File: config.mk
export PLATFORM = sky130hd
export DESIGN_NAME = sc_reggeneral_multilane
export DESIGN_NICKNAME = d
export VERILOG_FILES = /design/src/rtl/sc_reggeneral_multilane.sv
export SDC_FILE = /design/constraint.sdc
export NUM_CORES = 1
export LEC_CHECK = 0
export ABC_AREA = 1
export BUFFER_PORTS_ARGS = -buffer_cell sky130_fd_sc_hd__buf_2
export CORE_ASPECT_RATIO = 1.25
export CORE_UTILIZATION = 35
export DETAILED_ROUTE_END_ITERATION = 8
export GPL_TIMING_DRIVEN = 0
export PLACE_DENSITY = 0.61
export SYNTH_ARGS = -nofsm -noshare
export SYNTH_HDL_FRONTEND = slang
export SYNTH_SLANG_ARGS = --single-unit
File: constraint.sdc
create_clock -name SC_RegMULTI_CLOCK_50 -period 2.1 [get_ports SC_RegMULTI_CLOCK_50]
set_input_delay 0 -clock SC_RegMULTI_CLOCK_50 [delete_from_list [all_inputs] [get_ports SC_RegMULTI_CLOCK_50]]
set_output_delay 0 -clock SC_RegMULTI_CLOCK_50 [all_outputs]
set_load 0.1 [all_outputs]
File: src/rtl/sc_reggeneral_multilane.sv
// Multi-lane general-purpose register: synchronous clear, full parallel load,
// single-lane load, logical shifts, rotates, increment and decrement.
// Status flags report the last bit shifted out, the last carry/borrow,
// a zero indication and a one-cycle "value changed" pulse.
module sc_reggeneral_multilane #(
    parameter int LANE_WIDTH    = 4,
    parameter int LANES         = 2,
    parameter int LANESEL_WIDTH = 1
) (
    input  logic                          SC_RegMULTI_CLOCK_50,
    input  logic                          SC_RegMULTI_RESET_InHigh,
    input  logic                          SC_RegMULTI_clear_InLow,
    input  logic                          SC_RegMULTI_load_InLow,
    input  logic                          SC_RegMULTI_laneload_InLow,
    input  logic [LANESEL_WIDTH-1:0]      SC_RegMULTI_lanesel_InBUS,
    input  logic [2:0]                    SC_RegMULTI_mode_InBUS,
    input  logic                          SC_RegMULTI_serial_In,
    input  logic [LANE_WIDTH*LANES-1:0]   SC_RegMULTI_data_InBUS,
    input  logic [LANE_WIDTH-1:0]         SC_RegMULTI_lane_InBUS,
    output logic [LANE_WIDTH*LANES-1:0]   SC_RegMULTI_data_OutBUS,
    output logic                          SC_RegMULTI_serial_Out,
    output logic                          SC_RegMULTI_carry_Out,
    output logic                          SC_RegMULTI_zero_Out,
    output logic                          SC_RegMULTI_changed_Out
);

    localparam int DW = LANE_WIDTH * LANES;

    localparam logic [2:0] MODE_HOLD0 = 3'b000;
    localparam logic [2:0] MODE_SHL   = 3'b001;
    localparam logic [2:0] MODE_SHR   = 3'b010;
    localparam logic [2:0] MODE_ROL   = 3'b011;
    localparam logic [2:0] MODE_ROR   = 3'b100;
    localparam logic [2:0] MODE_INC   = 3'b101;
    localparam logic [2:0] MODE_DEC   = 3'b110;
    localparam logic [2:0] MODE_HOLD7 = 3'b111;

    logic [DW-1:0] reg_q, reg_d;
    logic          serial_q, serial_d;
    logic          carry_q, carry_d;
    logic          changed_q, changed_d;

    // Arithmetic results carry one extra bit so the wrap shows up as bit DW.
    logic [DW:0]   inc_full;
    logic [DW:0]   dec_full;
    logic [31:0]   lanesel_ext;

    assign inc_full    = {1'b0, reg_q} + (DW+1)'(1);
    assign dec_full    = {1'b0, reg_q} - (DW+1)'(1);
    assign lanesel_ext = 32'(SC_RegMULTI_lanesel_InBUS);

    // Next-state selection in priority order: clear, full load, lane load, mode.
    always_comb begin
        reg_d    = reg_q;
        serial_d = serial_q;
        carry_d  = carry_q;
        if (!SC_RegMULTI_clear_InLow) begin
            reg_d    = '0;
            serial_d = 1'b0;
            carry_d  = 1'b0;
        end else if (!SC_RegMULTI_load_InLow) begin
            reg_d = SC_RegMULTI_data_InBUS;
        end else if (!SC_RegMULTI_laneload_InLow) begin
            // An out-of-range lane index matches no lane, so the register holds.
            for (int l = 0; l < LANES; l++) begin
                if (lanesel_ext == 32'(l)) begin
                    reg_d[l*LANE_WIDTH +: LANE_WIDTH] = SC_RegMULTI_lane_InBUS;
                end
            end
        end else begin
            case (SC_RegMULTI_mode_InBUS)
                MODE_SHL: begin
                    reg_d    = {reg_q[DW-2:0], SC_RegMULTI_serial_In};
                    serial_d = reg_q[DW-1];
                end
                MODE_SHR: begin
                    reg_d    = {SC_RegMULTI_serial_In, reg_q[DW-1:1]};
                    serial_d = reg_q[0];
                end
                MODE_ROL: begin
                    reg_d    = {reg_q[DW-2:0], reg_q[DW-1]};
                    serial_d = reg_q[DW-1];
                end
                MODE_ROR: begin
                    reg_d    = {reg_q[0], reg_q[DW-1:1]};
                    serial_d = reg_q[0];
                end
                MODE_INC: begin
                    reg_d   = inc_full[DW-1:0];
                    carry_d = inc_full[DW];
                end
                MODE_DEC: begin
                    reg_d   = dec_full[DW-1:0];
                    carry_d = dec_full[DW];
                end
                MODE_HOLD0, MODE_HOLD7: begin
                    reg_d = reg_q;
                end
                default: begin
                    reg_d = reg_q;
                end
            endcase
        end
        changed_d = (reg_d != reg_q);
    end

    // State register; reset clears everything without waiting for a clock.
    always_ff @(posedge SC_RegMULTI_CLOCK_50 or posedge SC_RegMULTI_RESET_InHigh) begin
        if (SC_RegMULTI_RESET_InHigh) begin
            reg_q     <= '0;
            serial_q  <= 1'b0;
            carry_q   <= 1'b0;
            changed_q <= 1'b0;
        end else begin
            reg_q     <= reg_d;
            serial_q  <= serial_d;
            carry_q   <= carry_d;
            changed_q <= changed_d;
        end
    end

    assign SC_RegMULTI_data_OutBUS = reg_q;
    assign SC_RegMULTI_serial_Out  = serial_q;
    assign SC_RegMULTI_carry_Out   = carry_q;
    assign SC_RegMULTI_changed_Out = changed_q;
    assign SC_RegMULTI_zero_Out    = (reg_q == '0);

endmodule

==> Word-level counts from Yosys, hierarchy flattened <==
Cells that the tools add are included.
{ "word_totals": {"register_bits": 11, "out_inout_bits": 12} }
{ "op_classes": {"reduce_logical": 8, "n_mux": 14, "n_eq_ne": 12, "add_sub_neg": 2} }
{ "ops": {"columns": ["cell", "count"], "rows": [
  ["8-bit case mux with 7 select lines", 1],
  ["32-bit logical NOT", 1],
  ["8-bit 2-to-1 mux", 3],
  ["3-bit equality test (second input constant)", 4],
  ["8-bit by 1-bit adder with 9-bit output (second input constant)", 1],
  ["8-bit by 1-bit subtractor with 9-bit output (second input constant)", 1],
  ["8-bit logical NOT", 1],
  ["4-bit 2-to-1 mux", 2],
  ["8-bit != test", 1],
  ["3-bit by 2-bit equality test with 1-bit output (second input constant)", 2],
  ["1-bit 2-to-1 mux", 6],
  ["3-bit AND reduction", 2],
  ["2-bit OR reduction", 3],
  ["2-bit by 1-bit != test with 1-bit output (second input constant)", 2],
  ["1-bit case mux with 2 select lines", 2],
  ["3-bit by 1-bit equality test with 1-bit output (second input constant)", 1],
  ["3-bit logical NOT", 1],
  ["3-bit by 1-bit != test with 1-bit output (second input constant)", 1],
  ["3-bit != test (second input constant)", 1]
]} }

==> Longest topological paths before layout <==
Gate-level depths: netlist (run 1).
{ "depth": {"word_depth": 7, "depth_mapped": 16, "ltp_nobuf": 16} }

==> Worst setup path after synthesis (run 1) <==
No wires, ideal clock.
{ "synth_timing": {"kind": "flip-flop to output port", "from": "register reg_q[0] (netlist: SC_RegMULTI_data_OutBUS[0])", "to": "output port SC_RegMULTI_zero_Out", "path_stages_with_launch": 5, "t_arrival_ps": 2642, "path_slack_ps": -542, "cell_sequence": "dfrtp_1 inv_1 ha_1 nand2_1 nor2_1"} }
{ "synth_via": {"elab_chain_len": 1} }
{ "synth_lines": {"columns": ["item", "line_no", "text"], "rows": [
  ["start: declaration", "38", "logic [DW-1:0] reg_q, reg_d;"],
  ["start signal: assignment", "115", "reg_q <= reg_d;"],
  ["8-bit logical NOT", "126", "assign SC_RegMULTI_zero_Out = (reg_q == '0);"],
  ["end: declaration", "23", "output logic SC_RegMULTI_zero_Out,"]
]} }
No other way between the ends.

==> Final worst setup path (run 1) <==
{ "layout_timing": {"from": "register reg_q[0] (netlist: SC_RegMULTI_data_OutBUS[0])", "to": "register changed_q (netlist: SC_RegMULTI_changed_Out)"} }
{ "layout_via": {"elab_chain_len": 6, "elab_cells_between_ends": 8, "classes_between": "2 x add/sub; 1 x eq/ne; 5 x mux"} }
{ "layout_lines": {"columns": ["item", "line_no", "text"], "rows": [
  ["8-bit by 1-bit subtractor with 9-bit output / 8-bit by 1-bit adder with 9-bit output (equally long branches)", "49, 48", null],
  ["8-bit case mux with 7 select lines", "71", "case (SC_RegMULTI_mode_InBUS)"],
  ["8-bit 2-to-1 mux", "63", "end else if (!SC_RegMULTI_laneload_InLow) begin"],
  ["8-bit 2-to-1 mux", "61", "end else if (!SC_RegMULTI_load_InLow) begin"],
  ["8-bit 2-to-1 mux", "57", "if (!SC_RegMULTI_clear_InLow) begin"],
  ["8-bit != test (*)", "104", "changed_d = (reg_d != reg_q);"],
  ["via changed_d", "41", "logic changed_q, changed_d;"],
  ["end signal: assignment", "118", "changed_q <= changed_d;"],
  ["end: declaration", "41", null]
]} }
The timed path passes the listed nets; every way through them passes the cells marked *.
A chain may end at the register's enable or synchronous reset.

==> flow_metrics.tcl, run 1 <==
set metrics [dict create \
    run_status "finished clean" \
    gp_congestion 0.927 \
    synth_xor_area_frac 0 \
    critPathCaptureType "register" \
    crit_slowest_cell "dfrtp_4" \
    path_clk_slew_ns 0.05 \
    yosys.area_share.simple 0.511 \
    synth_top_family_by_area "simple AND/OR/NAND/NOR gates" \
    yosysTopAreaCellShare 0.225 \
    multi_input_area_sq_mm 0.00104 \
    yosysSeqAreaShare 0.188 \
    yosys_warnings 0 \
    cts_tree "done" \
    cp_cell_sequence "clkinvlp_4, ha_4, inv_2, nor3_2, nand3_1, nand2_1, nand2_1, nand4_1, nand2_1, nand2_1, nand2_1, nand2_1, nand3_1, nor2_1, nand2_1" \
    drt_iter0_drc 81 \
    hold_class "input pin to register" \
    routedWlPerCell_um 12.8 \
    power.total_w 0.000948 \
    initial_core_util 0.378 \
    cts_sinks 11 \
    slew_violations 0 \
    synth-compound-area-share 0.148 \
    place_hpwl_um 3640 \
    finalNonFillerCells 378 \
    yosys-top-cells-area "nand2_1 23%, dfrtp_1 19%, nand3_1 13%" \
    r2r_slack_ns 0.17 \
    grt_max_degree 12 \
    period_minus_slack_ns 1.93 \
    fin_crit_sh 0.921 \
    vdd_drop_max_mv 0.395 \
    p_leak_nw 0.979 \
    fin_util 0.475 \
    synth-seq-cells 11 \
    antennaDiodeCount 0 \
    overflow 0 \
    synth_cells 282 \
    syn_to_final_growth_pct 25.7 \
    root_buffer "clkbuf_8" \
    slew_headroom 0.645 \
    dp.cells 367 \
    yosysTopAreaCell "nand2_1" \
    first_global_vias 1722 \
    syn_avg_cell_area_sq_um 5.20 \
    crit_top_cell "nand2_1" \
    die_h_um 74.3 \
    critPathArrivalTime_ns 2.07 \
    row_count 25 \
    placed_area_sq_mm 0.00170 \
    dr.pass1.iters 4 \
    fill_cells 453 \
    regArea_sq_um 288 \
    synth_fa_ha_area_frac 0.0256 \
    cts_buffer_depth 2 \
    startpoint_type "register" \
    synth_edf_count 0 \
    setup_viol 0 \
    fmax_mhz 517 \
    worstPathRequired_ns 2.24 \
    route.detailed.drc 0 \
    io_buffers 31 \
    synthMuxAreaShare 0 \
    syn_nets 307 \
    synth_ff_type "dfrtp_1" \
    clock_skew_ns 0.00235 \
    synth_cell_type_count 23 \
    grt_usage 0.238 \
    htree_levels 1 \
    layout_commonest_cell "nand2_1" \
    slowest_delay_ns 0.53 \
    insertion_delay_ns 0.24 \
    antenna_found_initial 0 \
    cp_max_fo 8 \
    power_density_mw_per_mm2 515 \
    worstSetupPathType "register to register" \
    final_area_sq_mm 0.00184 \
    routed_wl_um 4850 \
    hold_violations 0 \
    dieWidth_um 59.9 \
    grt_pass1_wl_um 8000 \
    core_area_sq_mm 0.00388 \
    nets 350 \
    dieArea_sq_mm 0.00445 \
    async_reset_ff_frac 1.00 \
    cap_violations 0 \
    layout-drive-gt1-share 0.216 \
    syn_area_sq_mm 0.00147 \
    drtAntennaViolNets 0 \
    io_pins 34 \
    worstMarginPinSlew_ns 0.530 \
    via_per_inst 5.11 \
    layout_common_cells "85 x nand2_1, 40 x nor2_1, 37 x buf_2, 37 x nand3_1, 33 x inv_1" \
    vias 1930 \
    cts_buffers 3 \
]
flip-flops by register name, indices dropped and copies added (netlist names):
register	flops
SC_RegMULTI_data_OutBUS	8
SC_RegMULTI_carry_Out	1
SC_RegMULTI_changed_Out	1
SC_RegMULTI_serial_Out	1
through the flow:
stage	setup TNS [ns]	hold slack (ns)	worst slack, ns
global route	-0.00883	0.0839	-0.00883
CTS	0	0.0287	0.0203
floorplan	0	-0.148	0.0644
finish	0	0.0336	0.165
detailed placement	-0.0630	0.0346	-0.0630
global placement	-0.0622	0.0279	-0.0622
cell type report:
cell class / instances / share of cell area
repair buffers: 38 / 0.113
clock buffers: 4 / 0.0245
flip-flops and latches: 11 / 0.156
inverters: 38 / 0.0795
plain buffers: 10 / 0.0245
multi-input cells: 223 / 0.566
well taps: 54 / 0.0367
final timing paths:
kind / startpoint / to / cells after the start
worst max-delay path: SC_RegMULTI_data_OutBUS[0] / SC_RegMULTI_changed_Out / 15
worst min-delay path: SC_RegMULTI_clear_InLow / SC_RegMULTI_serial_Out / 3
worst max register to register: SC_RegMULTI_data_OutBUS[0] / SC_RegMULTI_changed_Out / 15
worst min register to register: SC_RegMULTI_carry_Out / SC_RegMULTI_carry_Out / 2
max in group asynchronous: SC_RegMULTI_RESET_InHigh / SC_RegMULTI_data_OutBUS[0] / 3
min in group asynchronous: SC_RegMULTI_RESET_InHigh / SC_RegMULTI_serial_Out / 3
cell usage after synthesis, types with 2 or more instances:
| master | count |
|---|---|
| a21oi_1 | 7 |
| ha_1 | 3 |
| buf_2 | 6 |
| o21ai_1 | 2 |
| inv_1 | 36 |
| nand3_1 | 37 |
| nor2_1 | 44 |
| nand4_1 | 5 |
| nand2_1 | 88 |
| dfrtp_1 | 11 |
| nor3_1 | 2 |
| o211ai_1 | 2 |
| clkbuf_1 | 4 |
| a31oi_1 | 2 |
| o21ai_0 | 24 |
| inv_2 | 2 |
metal layers:
metal	global-route usage	up-vias	wire (um)
li1	-	987	-
met1	0.317	861	2180
met2	0.386	68	2300
met3	0.0104	14	218
met4	0.121	0	153
met5	0	-	0
report_power, final:
part	switching, W	total (W)	internal [W]	leakage [nW]
Combinational	0.000345	0.000476	0.000131	0.828
Sequential	0.0000194	0.000249	0.000230	0.129
Clock	0.0000894	0.000224	0.000134	0.0228
Total	0.000454	0.000948	0.000494	0.979
timing repair:
item / CTS / global route
pin swaps: 0 / 6
setup endpoints to repair: 1 / 1
resized for setup: 1 / 13
hold buffers: 1 / 0
setup buffers: 0 / 6
hold endpoints to repair: 11 / 0
kinds of logic (layout without fill, tap and decap cells):
logic type	count (synthesis)	count (layout)
flops	11	11
simple gates	180	180
compound gates	40	40
buf+inv	48	90
fa+ha+maj	3	3
worst max-delay path: cells and delay by family (launching register included):
family / cells / cell delay [ns]
adders and majority gates: 1 / 0.15
buffers and inverters: 2 / 0.21
DFF: 1 / 0.53
and+or+nand+nor: 12 / 0.93
(Power assumes the default switching activity.)
==> inputs of run 2 (changes only) <==
--- a/config.mk
+++ b/config.mk
@@ -12,6 +12,7 @@
 export DETAILED_ROUTE_END_ITERATION = 8
 export GPL_TIMING_DRIVEN = 0
 export PLACE_DENSITY = 0.61
+export RECOVER_POWER = 100
 export SYNTH_ARGS = -nofsm -noshare
 export SYNTH_HDL_FRONTEND = slang
 export SYNTH_SLANG_ARGS = --single-unit
==> run 2 against run 1 <==
Net effect: die area is the same; critical endpoint unchanged; final area shrank 0.68%; sequential power is essentially flat; clock power is essentially flat; register-to-register slack is essentially flat; first-iteration DRC count is the same.
==> flow_metrics.tcl, run 2 (synthesized netlist as in run 1, its figures left out) <==
set metrics [dict create \
    critPathArrivalTime_ns 2.07 \
    route.detailed.drc 0 \
    cts_sinks 11 \
    use_met1 0.317 \
    slew_violations 0 \
    dr.pass1.iters 4 \
    met2_usage 0.386 \
    crit_slowest_cell "dfrtp_4" \
    p_leak_nw 0.944 \
    slew_headroom 0.223 \
    drt_iter0_drc 81 \
    die_h_um 74.3 \
    run_status "finished clean" \
    first_global_vias 1722 \
    grt_util_met3 0.0104 \
    hold_violations 0 \
    hold_class "input pin to register" \
    insertion_delay_ns 0.24 \
    slowest_delay_ns 0.53 \
    worstMarginPinSlew_ns 1.17 \
    startpoint_type "register" \
    antennaDiodeCount 0 \
    fin_crit_sh 0.922 \
    root_buffer "clkbuf_8" \
    cts_buffer_depth 2 \
    power.total_w 0.000944 \
    path_clk_slew_ns 0.05 \
    worstPathRequired_ns 2.24 \
    syn_to_final_growth_pct 24.9 \
    layout_common_cells "85 x nand2_1, 40 x nor2_1, 37 x nand3_1" \
    crit_top_cell "nand2_1" \
    largest_reg_flops 8 \
    grt_usage 0.238 \
    fmax_mhz 516 \
    clock_skew_ns 0.00139 \
    core_area_sq_mm 0.00388 \
    htree_levels 1 \
    vdd_drop_max_mv 0.398 \
    dieWidth_um 59.9 \
    dieArea_sq_mm 0.00445 \
    cp_cell_sequence "clkinvlp_4, ha_4, inv_2, nor3_2, nand3_1, nand2_1, nand2_1, nand4_1, nand2_1, nand2_1, nand2_1, nand2_1, nand3_1, nor2_1, nand2_1" \
    place_hpwl_um 3640 \
    via_per_inst 5.07 \
    gp_congestion 0.927 \
    grt_pass1_wl_um 8000 \
    routedWlPerCell_um 12.8 \
    grt.busiest_layer "met2" \
    antenna_found_initial 0 \
    cpLargestDelayFamily "simple AND/OR/NAND/NOR gates" \
    setup_viol 0 \
    row_count 25 \
    fin_util 0.472 \
    critical_path_buf_inv_count 2 \
    io_pins 34 \
    cap_violations 0 \
    overflow 0 \
    drtAntennaViolNets 0 \
    cts_buffers 3 \
    cts_tree "done" \
    routed_wl_um 4840 \
    initial_core_util 0.378 \
    layout-drive-gt1-share 0.185 \
    grt_max_degree 12 \
    layout_commonest_cell "nand2_1" \
    holdWs_ns 0.0331 \
    worstSetupPathType "register to register" \
    power_density_mw_per_mm2 516 \
    nets 350 \
    cp_max_fo 8 \
    io_buffers 31 \
    finalSetupTns_ns 0 \
    vias 1917 \
    period_minus_slack_ns 1.94 \
    critPathCaptureType "register" \
]
[run 2: changes by cell type in the layout (fill, tap and decap cells not counted)]
cell / before / now
buf_2: 37 / 27
clkbuf_1: 5 / 15
[run 2: layout make-up]
| class | instances | area (sq um) |
|---|---|---|
| fillers | 456 | 2050 |
| well taps | 54 | 67.6 |
| clock buffers | 4 | 45.0 |
| inverters | 38 | 146 |
| multi-input cells | 223 | 1040 |
| repair buffers | 38 | 195 |
| flip-flops and latches | 11 | 288 |
| plain buffers | 10 | 45.0 |
[run 2: final timing paths]
| kind | slack, ns | from | cells after the start | end |
|---|---|---|---|---|
| max reg2reg | 0.16 | SC_RegMULTI_data_OutBUS[0] | 15 | SC_RegMULTI_changed_Out |
| min | 0.03 | SC_RegMULTI_clear_InLow | 3 | SC_RegMULTI_serial_Out |
| min in group asynchronous | 0.31 | SC_RegMULTI_RESET_InHigh | 3 | SC_RegMULTI_serial_Out |
| max | 0.16 | SC_RegMULTI_data_OutBUS[0] | 15 | SC_RegMULTI_changed_Out |
| min reg2reg | 0.60 | SC_RegMULTI_carry_Out | 2 | SC_RegMULTI_carry_Out |
| max in group asynchronous | 1.44 | SC_RegMULTI_RESET_InHigh | 3 | SC_RegMULTI_data_OutBUS[0] |
[run 2: stage by stage]
stage                     cell area (sq um)  setup slack (ns)  instances
final                                  1830             0.163        378
after global routing                   1830          -0.00890        378
after CTS                              1760            0.0203        372
after detailed placement               1700           -0.0630        367
after global placement                 1700           -0.0622        367
after floorplan                        1480            0.0644        282
[run 2: worst min-delay path, cell delays in order]
cell	delay (ns)
buf_2	0.12
o21ai_0	0.07
a31oi_1	0.04
[run 2: power breakdown]
group	switching, W	internal (W)
combinational	0.000344	0.000127
clock	0.0000897	0.000134
sequential	0.0000197	0.000230
[run 2: routing by layer]
metal  vias to the layer above  share of wire  routed length [um]
met5                         -              0                   0
met4                         0          0.032                 155
met3                        13          0.039                 191
met2                        57           0.47                2260
met1                       859           0.46                2230
li1                        988              -                   -
[run 2: timing repair]
item / 4_1_cts / 5_1_grt
gates resized for setup: 1 / 13
setup buffers: 0 / 6
hold endpoints to repair: 11 / 0
pin swaps: 0 / 6
hold buffers: 1 / 0
setup endpoints to repair: 1 / 1
==> inputs of run 3 (changes only) <==
==> constraint.sdc (replaced) <==
create_clock -name SC_RegMULTI_CLOCK_50 -period 2.4 [get_ports SC_RegMULTI_CLOCK_50]
set_input_delay 0 -clock SC_RegMULTI_CLOCK_50 [delete_from_list [all_inputs] [get_ports SC_RegMULTI_CLOCK_50]]
set_output_delay 0 -clock SC_RegMULTI_CLOCK_50 [all_outputs]
set_load 0.1 [all_outputs]
==> run 3 against run 2 <==
Net effect: core utilization shrank 2.5 points; combinational power shrank 18%; highest routed layer unchanged; total power shrank 16%; largest cell class unchanged; final area shrank 5.3%; hold slack lost 0.0016 ns; critical path type unchanged; flip-flop and latch count is the same.
==> flow_metrics.tcl, run 3 (synthesized netlist as in run 1, its figures left out) <==
set metrics [dict create \
    layout_commonest_cell "nand2_1" \
    worstPathRequired_ns 2.53 \
    fin_crit_sh 0.884 \
    routed_wl_um 4640 \
    cts_tree "done" \
    drt_iter0_drc 64 \
    routedWlPerCell_um 12.5 \
    antenna_found_initial 0 \
    worstSetupPathType "register to register" \
    layout-drive-gt1-share 0.110 \
    final_area_sq_mm 0.00173 \
    fill_cells 473 \
    slew_violations 0 \
    layout_common_cells "88 x nand2_1, 44 x nor2_1, 37 x nand3_1" \
    core_area_sq_mm 0.00388 \
    via_per_inst 5.04 \
    nets 344 \
    dieArea_sq_mm 0.00445 \
    syn_to_final_growth_pct 18.2 \
    grt_usage 0.232 \
    critPathArrivalTime_ns 2.25 \
    slew_headroom 0.229 \
    rsz0062_at_grt "no" \
    power_density_mw_per_mm2 460 \
    clock_skew_ns 0.00372 \
    hold_class "input pin to register" \
    placed_area_sq_mm 0.00169 \
    path_clk_slew_ns 0.06 \
    cts_buffers 3 \
    first_global_vias 1700 \
    cts_buffer_depth 2 \
    run_status "finished clean" \
    fmax_mhz 471 \
    largest_reg_flops 8 \
    finalSetupTns_ns 0 \
    critPathCaptureType "register" \
    startpoint_type "register" \
    setup_viol 0 \
    grt_max_degree 12 \
    dieWidth_um 59.9 \
    p_leak_nw 0.921 \
    root_buffer "clkbuf_8" \
    grt_pass1_wl_um 7780 \
    die_h_um 74.3 \
    io_pins 34 \
    dr.pass1.iters 5 \
    worstMarginPinSlew_ns 1.16 \
    cap_violations 0 \
    htree_levels 1 \
    cp_max_fo 9 \
    gp_congestion 0.898 \
    overflow 0 \
    drtAntennaViolNets 0 \
    antennaDiodeCount 0 \
    initial_core_util 0.378 \
    hold_violations 0 \
    row_count 25 \
    cts_sinks 11 \
    insertion_delay_ns 0.24 \
    vdd_drop_max_mv 0.395 \
    io_buffers 31 \
    cts_setup_buffers 0 \
    period_minus_slack_ns 2.12 \
    route.detailed.drc 0 \
    place_hpwl_um 3650 \
    vias 1874 \
]
[run 3: changes by cell type in the layout (fill, tap and decap cells not counted), moves of 2 or more]
cell and change:
dfrtp_1 +6, buf_4 -5, dfrtp_2 -5, nor2_1 +4, inv_1 +3, nand2_1 +3, nand2_2 -3, nor2_2 -3
buf_2 -2, inv_2 -2
[run 3: worst max-delay path: stages, from the launching register on]
cell and delay (ns):
dfrtp_2 0.48, inv_1 0.23, ha_1 0.24, inv_1 0.07, nor3_1 0.15, nand3_1 0.12, nand2_1 0.08, nand2_1 0.04
nand4_1 0.09, nand2_1 0.06, nand2_1 0.09, nand2_1 0.07, nand2_1 0.06, nand3_1 0.07, nor2_1 0.09, nand2_1 0.06
[run 3: path summary, 6_finish.rpt]
kind / startpoint / to / slack, ns / depth (start not counted)
max: SC_RegMULTI_data_OutBUS[0] / SC_RegMULTI_changed_Out / 0.28 / 15
min reg2reg: SC_RegMULTI_carry_Out / SC_RegMULTI_carry_Out / 0.60 / 2
max in group asynchronous: SC_RegMULTI_RESET_InHigh / SC_RegMULTI_data_OutBUS[1] / 1.76 / 3
min: SC_RegMULTI_clear_InLow / SC_RegMULTI_serial_Out / 0.03 / 3
max reg2reg: SC_RegMULTI_data_OutBUS[0] / SC_RegMULTI_changed_Out / 0.28 / 15
min in group asynchronous: SC_RegMULTI_RESET_InHigh / SC_RegMULTI_data_OutBUS[3] / 0.30 / 3
[run 3: per-layer routing]
metal,routed length [um],track usage,vias up
met1,2160,0.294,844
met4,138,0.109,0
li1,-,-,977
met5,0,0,-
met3,99,0.0174,12
met2,2250,0.395,41
[run 3: layout make-up]
class,count,area [sq um],area share
clock buffers,4,45.0,0.0260
multi-input cells,223,1000,0.579
inverters,38,143,0.0824
well taps,54,67.6,0.0390
plain buffers,10,45.0,0.0260
flip-flops and latches,11,278,0.160
repair buffers,32,151,0.0874
[run 3: per-stage QoR]
stage	hold slack (ns)	total power, W	cells	setup WS [ns]	utilization
after floorplan	-0.148	0.000513	282	0.140	-
after global placement	0.0277	0.000604	367	0.286	0.436
after detailed placement	0.0339	0.000604	367	0.291	0.436
after CTS	0.0358	0.000799	372	0.277	0.451
after global routing	0.0619	0.000851	372	0.0359	0.446
final	0.0316	0.000796	372	0.279	0.446
[run 3: power breakdown]
part | internal [W] | leakage (nW) | total, W | switching [W]
sequential | 0.000199 | 0.137 | 0.000217 | 0.0000183
combinational | 0.0000962 | 0.761 | 0.000384 | 0.000288
clock | 0.000117 | 0.0228 | 0.000194 | 0.0000771
total | 0.000412 | 0.921 | 0.000796 | 0.000384
[run 3: timing repair]
item | in CTS | in global routing
gates resized for setup | 0 | 0
hold endpoints to repair | 11 | 0
hold buffers | 1 | 0
